==> config.mk <==
export PLATFORM = sky130hd
export DESIGN_NAME = riscv_pc_ctrl
export DESIGN_NICKNAME = d
export VERILOG_FILES = /design/src/rtl/riscv_pc_ctrl.sv
export SDC_FILE = /design/constraint.sdc
export NUM_CORES = 1
export LEC_CHECK = 0
export ABC_AREA = 1
export CELL_PAD_IN_SITES_DETAIL_PLACEMENT = 0
export CELL_PAD_IN_SITES_GLOBAL_PLACEMENT = 1
export CORE_ASPECT_RATIO = 0.8
export CORE_MARGIN = 2
export CORE_UTILIZATION = 38
export CTS_CLUSTER_SIZE = 30
export DETAILED_ROUTE_END_ITERATION = 7
export PLACE_DENSITY_LB_ADDON = 0.2
export SLEW_MARGIN = 20
export SYNTH_ARGS = -nofsm -noshare
export SYNTH_HDL_FRONTEND = slang
export SYNTH_SLANG_ARGS = --single-unit
==> constraint.sdc <==
create_clock -name clk -period 4.7 [get_ports clk]
set_input_delay 0.705 -clock clk [delete_from_list [all_inputs] [get_ports clk]]
set_output_delay 0.705 -clock clk [all_outputs]
set_load 0.02 [all_outputs]
==> src/rtl/riscv_pc_ctrl.sv <==
// Fetch PC sequencer with pending-redirect buffer and trap/mret handling.
// Optional misaligned-branch trap when RISCV_PC_MISALIGN_TRAP_EN is defined.
module riscv_pc_ctrl #(
  parameter int unsigned     PC_W      = 32,
  parameter logic [PC_W-1:0] RESET_VEC = '0,
  parameter logic [PC_W-1:0] TRAP_VEC  = PC_W'('h100)
) (
  input  logic            clk,
  input  logic            reset,
  input  logic            adv,
  input  logic            br_taken,
  input  logic [PC_W-1:0] br_target,
  input  logic            trap,
  input  logic            mret,
  output logic [PC_W-1:0] pc_out,
  output logic [PC_W-1:0] pc_4,
  output logic            pc_valid,
  output logic [PC_W-1:0] epc_out,
  output logic            misalign
);

  typedef enum logic [1:0] {
    BOOT,
    RUN,
    PEND
  } state_e;

  // Encoding order doubles as priority: higher value wins.
  typedef enum logic [1:0] {
    K_NONE,
    K_BR,
    K_MRET,
    K_TRAP
  } kind_e;

  localparam logic [PC_W-1:0] ALIGN = ~PC_W'(3);

  state_e          state_q, state_d;
  kind_e           pk_q, pk_d;
  kind_e           req_k, app_k;
  logic [PC_W-1:0] pt_q, pt_d;
  logic [PC_W-1:0] pc_q, pc_d;
  logic [PC_W-1:0] epc_q, epc_d;
  logic [PC_W-1:0] tgt_in, app_t, nxt;
  logic            apply;

  always_comb begin
    req_k = K_NONE;
    if (trap) req_k = K_TRAP;
    else if (mret) req_k = K_MRET;
    else if (br_taken) req_k = K_BR;
  end

`ifdef RISCV_PC_MISALIGN_TRAP_EN
  logic mis_q, mis_d;
  assign tgt_in = br_target;
`else
  assign tgt_in = br_target & ALIGN;
`endif

  always_comb begin
    state_d = state_q;
    pk_d    = pk_q;
    pt_d    = pt_q;
    epc_d   = epc_q;
    apply   = 1'b0;
    app_k   = K_NONE;
    app_t   = tgt_in;
    nxt     = pc_q;
`ifdef RISCV_PC_MISALIGN_TRAP_EN
    mis_d   = 1'b0;
`endif
    unique case (state_q)
      BOOT: state_d = RUN;
      RUN: begin
        if (adv) begin
          apply = 1'b1;
          app_k = req_k;
        end else if (req_k != K_NONE) begin
          pk_d    = req_k;
          pt_d    = tgt_in;
          state_d = PEND;
        end
      end
      PEND: begin
        if (adv) begin
          apply   = 1'b1;
          pk_d    = K_NONE;
          state_d = RUN;
          if (req_k >= pk_q) begin
            app_k = req_k;
          end else begin
            app_k = pk_q;
            app_t = pt_q;
          end
        end else if (req_k != K_NONE && req_k >= pk_q) begin
          pk_d = req_k;
          pt_d = tgt_in;
        end
      end
      default: state_d = BOOT;
    endcase
    if (apply) begin
      unique case (app_k)
        K_TRAP: begin
          nxt   = TRAP_VEC;
          epc_d = pc_q;
        end
        K_MRET: nxt = epc_q;
        K_BR: begin
`ifdef RISCV_PC_MISALIGN_TRAP_EN
          if (app_t[1:0] != 2'b00) begin
            nxt   = TRAP_VEC;
            epc_d = pc_q;
            mis_d = 1'b1;
          end else begin
            nxt = app_t;
          end
`else
          nxt = app_t;
`endif
        end
        default: nxt = pc_q + PC_W'(4);
      endcase
    end
    pc_d = nxt & ALIGN;
  end

  always_ff @(posedge clk or posedge reset) begin
    if (reset) begin
      state_q <= BOOT;
      pk_q    <= K_NONE;
      pt_q    <= '0;
      pc_q    <= RESET_VEC & ALIGN;
      epc_q   <= '0;
    end else begin
      state_q <= state_d;
      pk_q    <= pk_d;
      pt_q    <= pt_d;
      pc_q    <= pc_d;
      epc_q   <= epc_d;
    end
  end

`ifdef RISCV_PC_MISALIGN_TRAP_EN
  always_ff @(posedge clk or posedge reset) begin
    if (reset) mis_q <= 1'b0;
    else       mis_q <= mis_d;
  end
  assign misalign = mis_q;
`else
  assign misalign = 1'b0;
`endif

  assign pc_out   = pc_q;
  assign pc_4     = pc_q + PC_W'(4);
  assign pc_valid = (state_q != BOOT);
  assign epc_out  = epc_q;

endmodule

==> flow_summary_export.csv, run 1 <==
group,metric,value,unit
status,outcome,"complete, no violations",
sta,setup_viol_count_final,0,
sta,hold_ws,0.482,ns
sta,timing.final.crit_share,0.764,
logic_synthesis,synth_edf_count,0,
floorplanning,core,15100,um2
clock_network,hold_buffers,0,
finish,fillers,1581,
worst_setup_path,crit_path_start_kind,"flop",
logic_synthesis,synthMuxAreaShare,0,
pwr,ir_drop,0.229,mV
worst_hold_path,hold_path.class,"flop to flop",
placed_design,gp_congestion,0.916,
logic_synthesis,ys_async_sr_fraction,1.00,
sta,worst_slack,1.11,ns
logic_synthesis,synth_area_per_cell,6.59,um2
finish,n_antenna_cell,0,
clock_network,cts_tree,"built",
pwr,total_power,4.34,mW
drt,drcViolationCount,0,
placed_design,numPortBuffers,126,
grt,grt_pass1_vias,5225,
floorplanning,die-area,16500,um2
clock_network,clock-sinks,94,
drt,wl_per_cell,15.0,um
clock_network,postCtsSetupRepairBufs,0,
logic_synthesis,synth_cell_type_count,29,
logic_synthesis,synthXorXnorAreaFrac,0.0149,
pwr,p_per_area,576,nW/um2
logic_synthesis,synth_top_family_by_area,"simple AND/OR/NAND/NOR gates",
worst_setup_path,rrSetupSlack,2.13,ns
clock_network,clk_transition_reported_paths,0.07,ns
grt,grt_max_degree,69,
logic_synthesis,synth_ff_type,"dfrtp_1",
finish,fin_nets,1045,
floorplanning,placementRows,40,
clock_network,clk_latency,0.36,ns
drt,drtIter0Drc,320,
worst_setup_path,required,3.99,ns
logic_synthesis,synth_compound_area_frac,0.114,
grt,grt_overflow_total,0,
job,cap_violations,0,
pwr,total_leakage_power,3.61,nW
logic_synthesis,synth.top_cell.area_share,0.400,
placed_design,dpl_worst_slack,0.940,ns
logic_synthesis,syn-cell-area,5880,um2
drt,vias,5743,
worst_hold_path,worstHoldEndpoint,"pk_q[1]",
drt,ant_nets,0,
finish,area_growth_syn_to_layout,28.4,%
grt,antenna_found_initial,0,
worst_setup_path,cp-end-kind,"output port",
logic_synthesis,ys_ff_latch,94,
sta,maxSlewViolCount,0,
logic_synthesis,netlist_top_cells_area,"dfrtp_1 40%, nand2_1 25%, o21ai_0 7.7%",
grt,grt_use_total,0.233,
logic_synthesis,yosys_warnings,0,
sta,relSlewSlack,0.495,
sta,rsz0062_at_grt,"no",
floorplanning,dieHeight,115,um
sta,hold_viol_final,0,
clock_network,clockRootBuffer,"clkbuf_16",
floorplanning,ios,136,
sta,max_freq,0.278,GHz
drt,wl,18200,um
floorplanning,fp.dieW,143,um
logic_synthesis,synth-simple-area-share,0.359,
worst_setup_path,critPathKind,"flop to output port",
worst_hold_path,hold_path.startpoint,"pk_q[1]",
worst_setup_path,timing.rr.end,"pc_out[26]",
logic_synthesis,synth_top_cell_by_area,"dfrtp_1",
clock_network,cts.path.max_buffers,2,
floorplanning,initial_core_util,0.390,
logic_synthesis,synth_fa_ha_area_frac,0.0149,
placed_design,dp.final_hpwl,13400,um
worst_setup_path,reg2reg_depth,13,
sta,finClkSkew,0.00763,ns
worst_hold_path,hold-path-cell-count,2,
logic_synthesis,yosys-top-cells-count,"397 x nand2_1, 94 x dfrtp_1, 90 x o21ai_0, 82 x inv_1, 67 x nor2_1",
worst_setup_path,reg2reg_from,"state_q[0]",
clock_network,cts_resized,0,
drt,vias_per_cell,4.73,
worst_setup_path,cp.arrival,2.89,ns
logic_synthesis,synth_cells,891,
drt,dr.pass1.iters,5,
clock_network,cts_max_level,3,
sta,tightest_slew,0.757,ns
clock_network,cts_made_buffers,9,
worst_setup_path,crit_fanout,8,
grt,grt_pass1_wl,29300,um
logic_synthesis,seq_area_frac_synth,0.400,
sta,final.setup.tns,0,ns
sta,period_minus_slack,3.59,ns
finish,drive_above_1_share,0.0379,
logic_synthesis,yosysMostFrequentCell,"nand2_1",
## worst max-delay path by stage
stage / start / to / slack (ns)
after floorplan: reset / epc_out[10] / 1.55
after global placement: mret / pt_q[12] / 0.97
after detailed placement: mret / pt_q[12] / 0.94
after CTS: pc_out[2] / pc_4[18] / 1.08
after global routing: pc_out[2] / pc_4[18] / 0.89
final: pc_out[2] / pc_4[18] / 1.11
## cell type report
cell class / instances / area [um2] / share of cell area
Sequential cell: 94 / 2350 / 0.312
Clock buffer: 11 / 243 / 0.0322
Multi-Input combinational cell: 669 / 2980 / 0.395
Inverter: 90 / 340 / 0.0451
Clock inverter: 3 / 22.5 / 0.00299
Tap cell: 210 / 263 / 0.0348
Timing Repair Buffer: 136 / 1340 / 0.178
## critical path, cell delays in order, from the launching register on
cell and delay (ns):
dfrtp_1 0.52, ha_1 0.30, inv_1 0.10, nor2_1 0.39, nand2_1 0.20, nor2_1 0.19, xnor2_1 0.18, inv_1 0.09
clkdlybuf4s50_1 0.55
## where the power goes
part	switching, mW	internal [mW]	leakage, nW
clock	0.324	0.368	0.120
combinational	1.31	0.893	2.27
sequential	0.326	1.12	1.22
total	1.96	2.38	3.61
## sequential cells by signal, summed over array words and instances (netlist names)
register,count
state_q,2
pk_q,2
pc_out,30
epc_out,30
pt_q,30
## cells in the final DEF (no fill, tap or decap), drive strengths merged
cell type / n
nor2: 71
buf: 10
clkinvlp: 3
nor3: 1
a21oi: 2
nand3: 27
nand4: 1
clkdlybuf4s50: 126
clkinv: 4
nand3b: 22
conb: 7
o21a: 11
xor2: 8
o31ai: 2
dfrtp: 94
xnor2: 2
inv: 86
ha: 7
nand2: 398
o22ai: 1
clkbuf: 11
o21ai: 109
## kinds of logic after synthesis
family	after synthesis
xor+xnor	10
flops	94
compound gates	125
buf+inv	134
other cells	1
simple gates	520
fa+ha+maj	7
## per-layer routing
layer | global-route usage | wire length [um] | up-vias
met5 | 0 | 0 | -
met2 | 0.339 | 7820 | 159
met4 | 0.0548 | 204 | 0
li1 | - | - | 2968
met3 | 0.0446 | 980 | 16
met1 | 0.354 | 9240 | 2600
## metrics by stage
stage | utilization | instances | cell area, um2
final | 0.501 | 1213 | 7540
after global routing | 0.501 | 1213 | 7540
after CTS | 0.500 | 1212 | 7530
after detailed placement | 0.482 | 1198 | 7270
after global placement | 0.482 | 1198 | 7270
after floorplan | - | 897 | 5900
Note: power is estimated with default switching activity, not from simulation.
==> inputs of run 2 (changes only) <==
--- a/config.mk
+++ b/config.mk
@@ -10,7 +10,7 @@
 export CELL_PAD_IN_SITES_GLOBAL_PLACEMENT = 1
 export CORE_ASPECT_RATIO = 0.8
 export CORE_MARGIN = 2
-export CORE_UTILIZATION = 38
+export CORE_UTILIZATION = 35
 export CTS_CLUSTER_SIZE = 30
 export DETAILED_ROUTE_END_ITERATION = 7
 export PLACE_DENSITY_LB_ADDON = 0.2
==> constraint.sdc (replaced) <==
create_clock -name clk -period 3.45 [get_ports clk]
set_input_delay 0.5175 -clock clk [delete_from_list [all_inputs] [get_ports clk]]
set_output_delay 0.5175 -clock clk [all_outputs]
set_load 0.02 [all_outputs]
==> run 2 against run 1 <==
Non-clock buffer count grew 5; highest routed layer unchanged; largest cell class unchanged; global-route usage fell by 1.7 points; combinational power grew 40%; largest power group unchanged; wire length grew 2.9%; first-iteration DRC count is 29% higher; utilization fell by 3.7 points; sequential power increased by 34%.
==> flow_summary_export.csv, run 2 (same netlist as run 1, synthesis figures left out) <==
group,metric,value,unit
sta,final.setup.tns,0,ns
worst_setup_path,cp-end-kind,"output port",
drt,drtIter0Drc,414,
sta,period_minus_slack,3.15,ns
worst_hold_path,hold_path.class,"flop to flop",
clock_network,clockRootBuffer,"clkbuf_16",
drt,vias_per_cell,4.66,
finish,seqCellArea,2350,um2
clock_network,cts_max_level,3,
clock_network,clk_latency,0.35,ns
floorplanning,fp.dieW,149,um
worst_setup_path,reg2reg_depth,11,
sta,setup_viol_count_final,0,
finish,postLayoutCoreUtil,0.464,
sta,hold_ws,0.486,ns
grt,grt_pass1_vias,5273,
worst_setup_path,slowest_delay,0.59,ns
finish,final_cell_mix,"397 x nand2_1, 126 x clkdlybuf4s50_1, 94 x dfrtp_1",
worst_setup_path,crit_path_end,"pc_4[28]",
finish,final_cells,1230,
worst_setup_path,cp.arrival,2.64,ns
worst_setup_path,crit_path_start_kind,"flop",
sta,max_freq,0.317,GHz
finish,area_growth_syn_to_layout,30.2,%
floorplanning,dieHeight,120,um
worst_setup_path,cp.depth,9,
sta,timing.final.crit_share,0.914,
clock_network,clock-sinks,94,
pwr,p_per_area,794,nW/um2
drt,wl,18800,um
worst_setup_path,crit_family,"simple AND/OR/NAND/NOR gates",
worst_setup_path,path_common_cell,"nand2_1",
job,cap_violations,0,
clock_network,cts.path.max_buffers,2,
floorplanning,placementRows,42,
clock_network,hold_buffers,0,
worst_setup_path,crit_fanout,6,
sta,relSlewSlack,0.621,
sta,rsz0062_at_grt,"no",
drt,dr.pass1.iters,5,
finish,fillers,1796,
drt,vias,5732,
worst_setup_path,required,2.93,ns
floorplanning,initial_core_util,0.356,
grt,grt_pass1_wl,29400,um
clock_network,cts_tree,"built",
pwr,ir_drop,0.338,mV
drt,wl_per_cell,15.3,um
finish,n_antenna_cell,0,
sta,tightest_slew,0.568,ns
status,outcome,"complete, no violations",
grt,grt_overflow_total,0,
pwr,total_power,6.08,mW
finish,layout_commonest_cell,"nand2_1",
drt,ant_nets,0,
placed_design,dp_cells,1214,
worst_setup_path,startpoint,"pc_out[9]",
finish,multi_input_area,2990,um2
worst_setup_path,worst_path_max_delay_cell,"clkdlybuf4s50_1",
worst_setup_path,rrSetupSlack,1.17,ns
placed_design,gp_congestion,0.916,
clock_network,clk_transition_reported_paths,0.07,ns
worst_setup_path,crit_buf_inv,2,
floorplanning,ios,136,
floorplanning,die-area,17800,um2
placed_design,numPortBuffers,126,
pwr,total_leakage_power,3.67,nW
finish,fin_nets,1050,
finish,drive_above_1_share,0.0455,
drt,drcViolationCount,0,
sta,finClkSkew,0.00539,ns
worst_setup_path,timing.rr.end,"pc_out[10]",
floorplanning,core,16500,um2
worst_setup_path,crit_chain,"nand2_1 -> nor2_1 -> nand2_1 -> nor2_1 -> nand2_1 -> nand2_1 -> nand2_1 -> inv_1 -> clkdlybuf4s50_1",
clock_network,cts_made_buffers,9,
grt,grt_max_degree,61,
worst_setup_path,critPathKind,"flop to output port",
grt,grt_use_total,0.215,
sta,hold_viol_final,0,
sta,maxSlewViolCount,0,
placed_design,dp.final_hpwl,13900,um
grt,antenna_found_initial,0,
worst_setup_path,reg2reg_from,"state_q[1]",
==> run 2: cell types whose count changed in the layout (fill, tap and decap cells not counted), sizes merged <==
cell,change
buf,+5
inv,+3
clkinvlp,-2
bufinv,+1
clkbuf,-1
clkinv,+1
==> run 2: area by class of cell <==
type,count,area share
Clock buffer,10,0.0299
Clock inverter,6,0.00900
Inverter,90,0.0445
Multi-Input combinational cell,669,0.390
Sequential cell,94,0.307
Tap cell,220,0.0360
Timing Repair Buffer,141,0.183
==> run 2: worst min-delay path by stage <==
stage             start       end  cells after the start
6_report       pt_q[24]  pt_q[24]                      2
5_1_grt         pt_q[7]   pt_q[7]                      2
4_1_cts        pt_q[22]  pt_q[22]                      2
3_5_place_dp   pt_q[22]  pt_q[22]                      2
3_3_place_gp   pt_q[24]  pt_q[24]                      2
2_1_floorplan   pk_q[1]   pk_q[1]                      2
==> run 2: timing repair <==
action                                  4_1_cts  5_1_grt
gates resized for setup                       0        1
buffers inserted                              0        0
endpoints found under the setup margin        0        1
==> run 2: worst min-delay path: stages, from the launching register on <==
cell	delay, ns
dfrtp_1	0.34
nand2_1	0.05
o21ai_0	0.06
==> run 2: per-layer routing <==
metal	track usage	part of all wire	up-vias
met5	0	0	-
met4	0.0274	0.0058	0
met3	0.0490	0.051	6
li1	-	-	2976
met2	0.324	0.43	144
met1	0.324	0.51	2606
==> run 2: power by group <==
part	switching [mW]	internal [mW]
logic	1.84	1.25
registers	0.429	1.52
clock network	0.468	0.570
total	2.73	3.34
==> run 2: per-stage QoR <==
| stage | instance area (um2) | setup WS [ns] |
|---|---|---|
| global placement | 7350 | 0.397 |
| finish | 7650 | 0.297 |
| global route | 7650 | 0.0692 |
| CTS | 7650 | 0.141 |
| detailed placement | 7350 | 0.407 |
| floorplan | 5900 | 0.484 |
==> inputs of run 3 (changes only) <==
--- a/config.mk
+++ b/config.mk
@@ -14,7 +14,7 @@
 export CTS_CLUSTER_SIZE = 30
 export DETAILED_ROUTE_END_ITERATION = 7
 export PLACE_DENSITY_LB_ADDON = 0.2
-export SLEW_MARGIN = 20
+export SLEW_MARGIN = 0
 export SYNTH_ARGS = -nofsm -noshare
 export SYNTH_HDL_FRONTEND = slang
 export SYNTH_SLANG_ARGS = --single-unit
==> results of run 3 <==
The final DEF is identical to that of run 2; final timing and power are the same.
